===== src/rtl/axi_llc_sram_sched.sv =====
// Shares one single-port LLC SRAM between NumReq round-robin requesters, routes read
// responses back through a latency-matched tag pipe, schedules ECC scrubs and counts errors.
module axi_llc_sram_sched #(
  parameter int NumReq        = 2,
  parameter int AddrWidth     = 10,
  parameter int DataWidth     = 128,
  parameter int BeWidth       = 16,
  parameter int NumBanks      = 1,
  parameter int RespLatency   = 1,
  parameter int ScrubInterval = 1024,
  parameter int MaxDefer      = 64,
  parameter int CntWidth      = 16
) (
  input  logic                        clk_i,
  input  logic                        rst_ni,
  input  logic [NumReq-1:0]           req_i,
  input  logic [NumReq-1:0]           we_i,
  input  logic [NumReq*AddrWidth-1:0] addr_i,
  input  logic [NumReq*DataWidth-1:0] wdata_i,
  input  logic [NumReq*BeWidth-1:0]   be_i,
  output logic [NumReq-1:0]           gnt_o,
  output logic [NumReq-1:0]           rvalid_o,
  output logic [DataWidth-1:0]        rdata_o,
  output logic                        sram_req_o,
  output logic                        sram_we_o,
  output logic [AddrWidth-1:0]        sram_addr_o,
  output logic [DataWidth-1:0]        sram_wdata_o,
  output logic [BeWidth-1:0]          sram_be_o,
  input  logic                        sram_gnt_i,
  input  logic [DataWidth-1:0]        sram_rdata_i,
  output logic [NumBanks-1:0]         scrub_trigger_o,
  input  logic [NumBanks-1:0]         single_error_i,
  input  logic [NumBanks-1:0]         multi_error_i,
  input  logic [NumBanks-1:0]         scrub_fix_i,
  input  logic                        cnt_clear_i,
  output logic [CntWidth-1:0]         single_cnt_o,
  output logic [CntWidth-1:0]         multi_cnt_o,
  output logic [CntWidth-1:0]         fix_cnt_o
);

  localparam int IdxW      = (NumReq > 1) ? $clog2(NumReq) : 1;
  localparam int TimerInit = (ScrubInterval > 0) ? ScrubInterval - 1 : 0;
  localparam int TimerW    = (TimerInit > 0) ? $clog2(TimerInit + 1) : 1;
  localparam int DeferW    = $clog2(MaxDefer + 1);
  localparam bit ScrubEn   = (ScrubInterval > 0);

  logic [IdxW-1:0] rr_ptr_reg, rr_ptr_next, winner;
  logic [IdxW:0]   cand;
  logic            found, any_req, block, handshake, winner_we;

  assign any_req = |req_i;

  // Rotating priority scan starting at the round-robin pointer.
  always_comb begin
    winner = '0;
    found  = 1'b0;
    cand   = '0;
    for (int k = 0; k < NumReq; k++) begin
      cand = {1'b0, rr_ptr_reg} + (IdxW+1)'(k);
      if (cand >= (IdxW+1)'(NumReq)) cand = cand - (IdxW+1)'(NumReq);
      if (!found && req_i[cand[IdxW-1:0]]) begin
        found  = 1'b1;
        winner = cand[IdxW-1:0];
      end
    end
  end

  assign winner_we    = we_i[winner];
  assign handshake    = any_req & ~block & sram_gnt_i;
  assign sram_req_o   = any_req & ~block;
  assign sram_we_o    = any_req & winner_we;
  assign sram_addr_o  = any_req ? addr_i[winner*AddrWidth +: AddrWidth] : '0;
  assign sram_wdata_o = any_req ? wdata_i[winner*DataWidth +: DataWidth] : '0;
  assign sram_be_o    = any_req ? be_i[winner*BeWidth +: BeWidth] : '0;

  always_comb begin
    gnt_o = '0;
    if (handshake) gnt_o[winner] = 1'b1;
  end

  assign rr_ptr_next = !handshake                     ? rr_ptr_reg :
                       (winner == IdxW'(NumReq - 1))  ? '0         :
                                                        winner + 1'b1;

  always_ff @(posedge clk_i or negedge rst_ni) begin
    if (!rst_ni) rr_ptr_reg <= '0;
    else         rr_ptr_reg <= rr_ptr_next;
  end

  // Tag pipe matched to the SRAM read latency; writes enter as bubbles.
  logic            pipe_valid_reg [RespLatency];
  logic [IdxW-1:0] pipe_idx_reg   [RespLatency];

  genvar gi;
  generate
    for (gi = 0; gi < RespLatency; gi++) begin : g_pipe
      if (gi == 0) begin : g_head
        always_ff @(posedge clk_i or negedge rst_ni) begin
          if (!rst_ni) begin
            pipe_valid_reg[0] <= 1'b0;
            pipe_idx_reg[0]   <= '0;
          end else begin
            pipe_valid_reg[0] <= handshake & ~winner_we;
            pipe_idx_reg[0]   <= winner;
          end
        end
      end else begin : g_tail
        always_ff @(posedge clk_i or negedge rst_ni) begin
          if (!rst_ni) begin
            pipe_valid_reg[gi] <= 1'b0;
            pipe_idx_reg[gi]   <= '0;
          end else begin
            pipe_valid_reg[gi] <= pipe_valid_reg[gi-1];
            pipe_idx_reg[gi]   <= pipe_idx_reg[gi-1];
          end
        end
      end
    end

    for (gi = 0; gi < NumReq; gi++) begin : g_rvalid
      assign rvalid_o[gi] = pipe_valid_reg[RespLatency-1] &&
                            (pipe_idx_reg[RespLatency-1] == IdxW'(gi));
    end
  endgenerate

  assign rdata_o = sram_rdata_i;

  // Scrub scheduling: a scrub is due once the timer expires; it takes an idle
  // cycle, or steals one by blocking the bus after MaxDefer busy cycles.
  logic [TimerW-1:0] timer_reg;
  logic [DeferW-1:0] defer_reg;
  logic              pending_reg, due, fire;

  assign due   = ScrubEn && (pending_reg || (timer_reg == '0));
  assign block = due && any_req && (defer_reg == DeferW'(MaxDefer - 1));
  assign fire  = due && (!any_req || block);
  assign scrub_trigger_o = {NumBanks{fire}};

  always_ff @(posedge clk_i or negedge rst_ni) begin
    if (!rst_ni) begin
      timer_reg   <= TimerW'(TimerInit);
      defer_reg   <= '0;
      pending_reg <= 1'b0;
    end else if (fire) begin
      timer_reg   <= TimerW'(TimerInit);
      defer_reg   <= '0;
      pending_reg <= 1'b0;
    end else if (due) begin
      defer_reg   <= defer_reg + 1'b1;
      pending_reg <= 1'b1;
    end else if (ScrubEn) begin
      timer_reg   <= timer_reg - 1'b1;
    end
  end

  // Saturating error counters: 0 = correctable, 1 = uncorrectable, 2 = scrub fix.
  logic [CntWidth-1:0] cnt_reg [3];
  logic [2:0]          cnt_inc;

  assign cnt_inc = {|scrub_fix_i, |multi_error_i, |single_error_i};

  generate
    for (gi = 0; gi < 3; gi++) begin : g_cnt
      always_ff @(posedge clk_i or negedge rst_ni) begin
        if (!rst_ni)                              cnt_reg[gi] <= '0;
        else if (cnt_clear_i)                     cnt_reg[gi] <= '0;
        else if (cnt_inc[gi] && (cnt_reg[gi] != '1)) cnt_reg[gi] <= cnt_reg[gi] + 1'b1;
      end
    end
  endgenerate

  assign single_cnt_o = cnt_reg[0];
  assign multi_cnt_o  = cnt_reg[1];
  assign fix_cnt_o    = cnt_reg[2];

endmodule

===== config.mk =====
export PLATFORM = sky130hd
export DESIGN_NAME = axi_llc_sram_sched
export DESIGN_NICKNAME = d
export VERILOG_FILES = /design/src/rtl/axi_llc_sram_sched.sv
export SDC_FILE = /design/constraint.sdc
export NUM_CORES = 1
export LEC_CHECK = 0
export CORE_AREA = 4 4 301 303
export CTS_BUF_LIST = sky130_fd_sc_hd__clkbuf_8
export CTS_CLUSTER_DIAMETER = 200
export DETAILED_ROUTE_END_ITERATION = 10
export DIE_AREA = 0 0 305 307
export HOLD_SLACK_MARGIN = 0.06
export SLEW_MARGIN = 20
export SYNTH_ARGS = -nofsm -noshare
export SYNTH_HDL_FRONTEND = slang
export SYNTH_SLANG_ARGS = --single-unit

===== constraint.sdc =====
create_clock -name clk_i -period 1.9 [get_ports clk_i]
set_input_delay 0.38 -clock clk_i [delete_from_list [all_inputs] [get_ports clk_i]]
set_output_delay 0.38 -clock clk_i [all_outputs]
set_load 0.02 [all_outputs]

==> metrics.txt <==
# TYPE chip_impl_metric gauge
chip_impl_metric{name="netlist_instances",unit=""} 1057
chip_impl_metric{name="number_of_top_level_pins",unit=""} 784
chip_impl_metric{name="layout-drive-gt1-share",unit=""} 0.271
chip_impl_info{name="regToRegStartpoint",value="timer_reg[3]"} 1
chip_impl_metric{name="drt_drc_violations_left",unit=""} 0
chip_impl_metric{name="p_seq_frac",unit=""} 0.252
chip_impl_metric{name="drt_pass1_iterations",unit=""} 7
chip_impl_metric{name="nets_in_the_synthesized_netlist",unit=""} 1509
chip_impl_metric{name="drt_iter0_markers",unit=""} 708
chip_impl_metric{name="netSwitchingFraction",unit=""} 0.390
chip_impl_metric{name="worstPathArrival",unit="ns"} 2.00
chip_impl_metric{name="power_frac_comb",unit=""} 0.548
chip_impl_metric{name="grt_antenna_before_repair",unit=""} 28
chip_impl_metric{name="synthDominantCellAreaShare",unit=""} 0.212
chip_impl_metric{name="core_outline_area",unit="sq mm"} 0.0880
chip_impl_info{name="netlist.top_cell.by_area",value="dfrtp_1"} 1
chip_impl_metric{name="p_clk_frac",unit=""} 0.200
chip_impl_metric{name="final_clock_skew",unit="ns"} 0.0146
chip_impl_metric{name="die_x",unit="um"} 305
chip_impl_info{name="clk_root_buffer_cell",value="clkbuf_8"} 1
chip_impl_info{name="most_frequent_cells_after_synthesis",value="nand2_1 (342), nand3_1 (175), buf_4 (128)"} 1
chip_impl_metric{name="num-fill-cells",unit=""} 10000
chip_impl_metric{name="grt_first_pass_wirelength",unit="um"} 72700
chip_impl_metric{name="timing.hold.ws",unit="ns"} 0.549
chip_impl_metric{name="final-instance-count-excl-fill",unit=""} 2724
chip_impl_metric{name="synth_area",unit="sq mm"} 0.00698
chip_impl_metric{name="ctsHtreeMaxLevel",unit=""} 3
chip_impl_metric{name="clk_pin_slew_worst_paths",unit="ns"} 0.09
chip_impl_metric{name="antenna_violating_nets_post_route",unit=""} 0
chip_impl_metric{name="vdd.ir_drop.worst",unit="mV"} 0.276
chip_impl_metric{name="distinct_cell_type_count_of_the_synthesized_netlist",unit=""} 57
chip_impl_metric{name="met2_global_route_usage",unit=""} 0.168
chip_impl_metric{name="net-switching-power",unit="uW"} 2330
chip_impl_metric{name="placed_cell_count",unit=""} 2659
chip_impl_info{name="ys_top_cells_by_area",value="dfrtp_1 (21%), nand2_1 (18%), buf_4 (14%)"} 1
chip_impl_metric{name="synth-seq-cells",unit=""} 69
chip_impl_metric{name="io_buffers",unit=""} 527
chip_impl_metric{name="final-hold-violation-count",unit=""} 0
chip_impl_metric{name="fin_setup_tns",unit="ns"} -48.54
chip_impl_info{name="global_route.peak_usage_layer",value="met2"} 1
chip_impl_metric{name="groute.layer.met1.usage",unit=""} 0.123
chip_impl_metric{name="std_cell_rows",unit=""} 109
chip_impl_metric{name="ys_async_sr_fraction",unit=""} 1.00
chip_impl_info{name="outcome",value="complete, but fails checks"} 1
chip_impl_info{name="ff_to_ff_end",value="defer_reg[0]"} 1
chip_impl_metric{name="post-route-worst-setup-slack",unit="ns"} -0.478
chip_impl_metric{name="critical_path_peak_fanout",unit=""} 8
chip_impl_metric{name="final.min_clock_period",unit="ns"} 2.38
chip_impl_info{name="rsz0062_at_grt",value="true"} 1
chip_impl_metric{name="cts_max_path_bufs",unit=""} 2
chip_impl_metric{name="internal_power",unit="uW"} 3640
chip_impl_metric{name="power.density",unit="mW/mm^2"} 418
chip_impl_metric{name="area_delta_synth_final",unit="%"} 105
chip_impl_metric{name="maxCapViolCount",unit=""} 0
chip_impl_metric{name="die_area",unit="sq mm"} 0.0936
chip_impl_metric{name="grt_start_max_net_pins",unit=""} 95
chip_impl_info{name="failed_checks",value="negative setup slack"} 1
chip_impl_metric{name="synth_enable_flop_cells",unit=""} 0
chip_impl_metric{name="drt-wirelength-per-cell",unit="um"} 20.4
chip_impl_metric{name="gr-usage-met3",unit=""} 0.0631
chip_impl_metric{name="post_syn_area_per_cell",unit="sq um"} 6.60
chip_impl_metric{name="cts_inserted_buffers",unit=""} 9
chip_impl_metric{name="first_global_vias",unit=""} 9440
chip_impl_metric{name="report.power.total",unit="uW"} 5970
chip_impl_metric{name="slew_headroom",unit=""} 0.604
chip_impl_metric{name="detailroute.via_count",unit=""} 9707
chip_impl_metric{name="fin_nets",unit=""} 1987
chip_impl_metric{name="post_layout_instance_area",unit="sq mm"} 0.0143
chip_impl_metric{name="place_hpwl",unit="um"} 44600
chip_impl_metric{name="clock_insertion_delay_worst_skew",unit="ns"} 0.37
chip_impl_metric{name="maxClockFrequency",unit="GHz"} 0.421
chip_impl_metric{name="final.period_utilization",unit=""} 1.25
chip_impl_metric{name="clock-sinks",unit=""} 69
chip_impl_info{name="critical_path_class",value="flop to output pin"} 1
chip_impl_metric{name="placement.cell_area",unit="sq mm"} 0.0135
chip_impl_metric{name="post_drt_via_cell_ratio",unit=""} 3.56
chip_impl_metric{name="gp_congestion",unit=""} 0.818
chip_impl_info{name="cp-start-kind",value="flop"} 1
chip_impl_metric{name="r2r.worst_path.cells",unit=""} 7
chip_impl_metric{name="final-max-slew-violation-count",unit=""} 0
chip_impl_metric{name="synth_warnings",unit=""} 0
chip_impl_info{name="crit_path_end_kind",value="output pin"} 1
chip_impl_metric{name="critical_path_required",unit="ns"} 1.52
chip_impl_metric{name="groute.usage.overall",unit=""} 0.109
chip_impl_metric{name="timing.reg2reg.setup_slack",unit="ns"} 0.05
chip_impl_info{name="timing.critical_path.to",value="sram_we_o"} 1
chip_impl_info{name="timing.critical_path.from",value="rr_ptr_reg"} 1
chip_impl_metric{name="power.leakage",unit="uW"} 0.00617
chip_impl_metric{name="floorplan.initialDensity",unit=""} 0.0793
chip_impl_metric{name="setup_violating_endpoint_count_in_the_final_report",unit=""} 159
chip_impl_metric{name="synth_seq_area_share",unit=""} 0.249
chip_impl_info{name="worst_hold_path_type",value="flop to flop"} 1
chip_impl_metric{name="fp.dieH",unit="um"} 307
chip_impl_info{name="yosys.cell_count.top_type",value="nand2_1"} 1
chip_impl_metric{name="drt_wl_total",unit="um"} 55600
chip_impl_metric{name="measured_slew_at_the_worst_slew_check_pin",unit="ns"} 0.589
chip_impl_info{name="cts_tree",value="built"} 1
chip_impl_info{name="synth-main-ff-cell",value="dfrtp_1"} 1
chip_impl_metric{name="grt-ovfl-total",unit=""} 0
==> layout make-up <==
cell class	count	area, sq um	area share
timing repair buffer	658	6410	0.449
sequential	69	1740	0.122
multi-input combinational	782	4340	0.304
clock inverter	5	35.0	0.00245
clock buffer	11	151	0.0106
antenna	19	47.5	0.00333
inverter	14	68.8	0.00482
tap	1165	1460	0.102
timing repair inverter	1	16.3	0.00114
==> placed cells by master, fill, tap and decap left out, types with 5 or more instances in the layout <==
master and n:
o21ai_0 22, and3_1 9, buf_4 147, and4_1 7, a21oi_1 38, nand2_2 41, nor4_1 5, nand2_4 16
mux2i_1 6, mux2_1 5, or3_1 16, nand2_1 285, o41ai_1 7, diode_2 19, nand3_2 5, o31ai_1 13
nor3_1 18, buf_2 66, dfrtp_1 56, nand4_1 18, nand3_1 168, clkbuf_8 11, buf_6 43, inv_1 12
buf_16 10, buf_12 27, dlygate4sd2_1 19, nor2_1 17, or4_1 16, clkdlybuf4s50_1 341, dfstp_2 10, nor2b_1 10
==> stage by stage <==
step	utilization	setup slack (ns)
after floorplan	-	-0.0724
after detailed placement	0.154	-0.876
after global routing	0.162	-0.580
after global placement	0.154	-0.857
after CTS	0.161	-0.570
final	0.162	-0.478
==> metal layers <==
layer	vias up	part of all wire
met3	152	0.14
met4	18	0.042
met5	-	0.0023
li1	4510	-
met1	4502	0.38
met2	525	0.43
==> repair_timing <==
action / CTS / global route
endpoints found under the setup margin: 180 / 181
hold buffers: 1 / 0
resized for setup: 697 / 106
buffers inserted: 16 / 4
pin swaps: 26 / 19
hold endpoints to repair: 59 / 0
cloned: 8 / 2
==> cells by family after synthesis <==
kind of cell,Yosys count,share of synthesized area
AND/OR/NAND/NOR,654,0.437
buffers and inverters,206,0.181
AO/OA/AOI/OAI,109,0.102
flip-flops,69,0.249
multiplexers,13,0.0199
adder cells (fa/ha/maj),5,0.00897
XOR/XNOR,1,0.00126
==> how the worst min path moves through the flow <==
stage / start / end / slack [ns] / cells after the start
2_1_floorplan: rst_ni / defer_reg[0] / 0.08 / 0
3_3_place_gp: rst_ni / multi_cnt_o[15] / 0.44 / 2
3_5_place_dp: rst_ni / multi_cnt_o[15] / 0.45 / 2
4_1_cts: multi_cnt_o[9] / multi_cnt_o[9] / 0.53 / 1
5_1_grt: multi_cnt_o[9] / multi_cnt_o[9] / 0.56 / 1
6_report: multi_cnt_o[9] / multi_cnt_o[9] / 0.55 / 1
==> worst max-delay path, stage by stage, from the launching register on <==
cell and delay [ns]:
dfrtp_1 0.42, o21ai_4 0.15, buf_12 0.15, buf_12 0.16
inv_16 0.07, buf_16 0.14, and2_4 0.16, a31o_4 0.22
buf_12 0.13
==> power groups by stage <==
stage               Clock [uW]  Sequential (uW)  Combinational, uW
global route              1310             1510               3480
finish                    1190             1500               3270
detailed placement           0             1530               3030
global placement             0             1530               3040
floorplan                    0             1550               1440
CTS                       1250             1510               3240
Power figures use the tool's default switching activity.
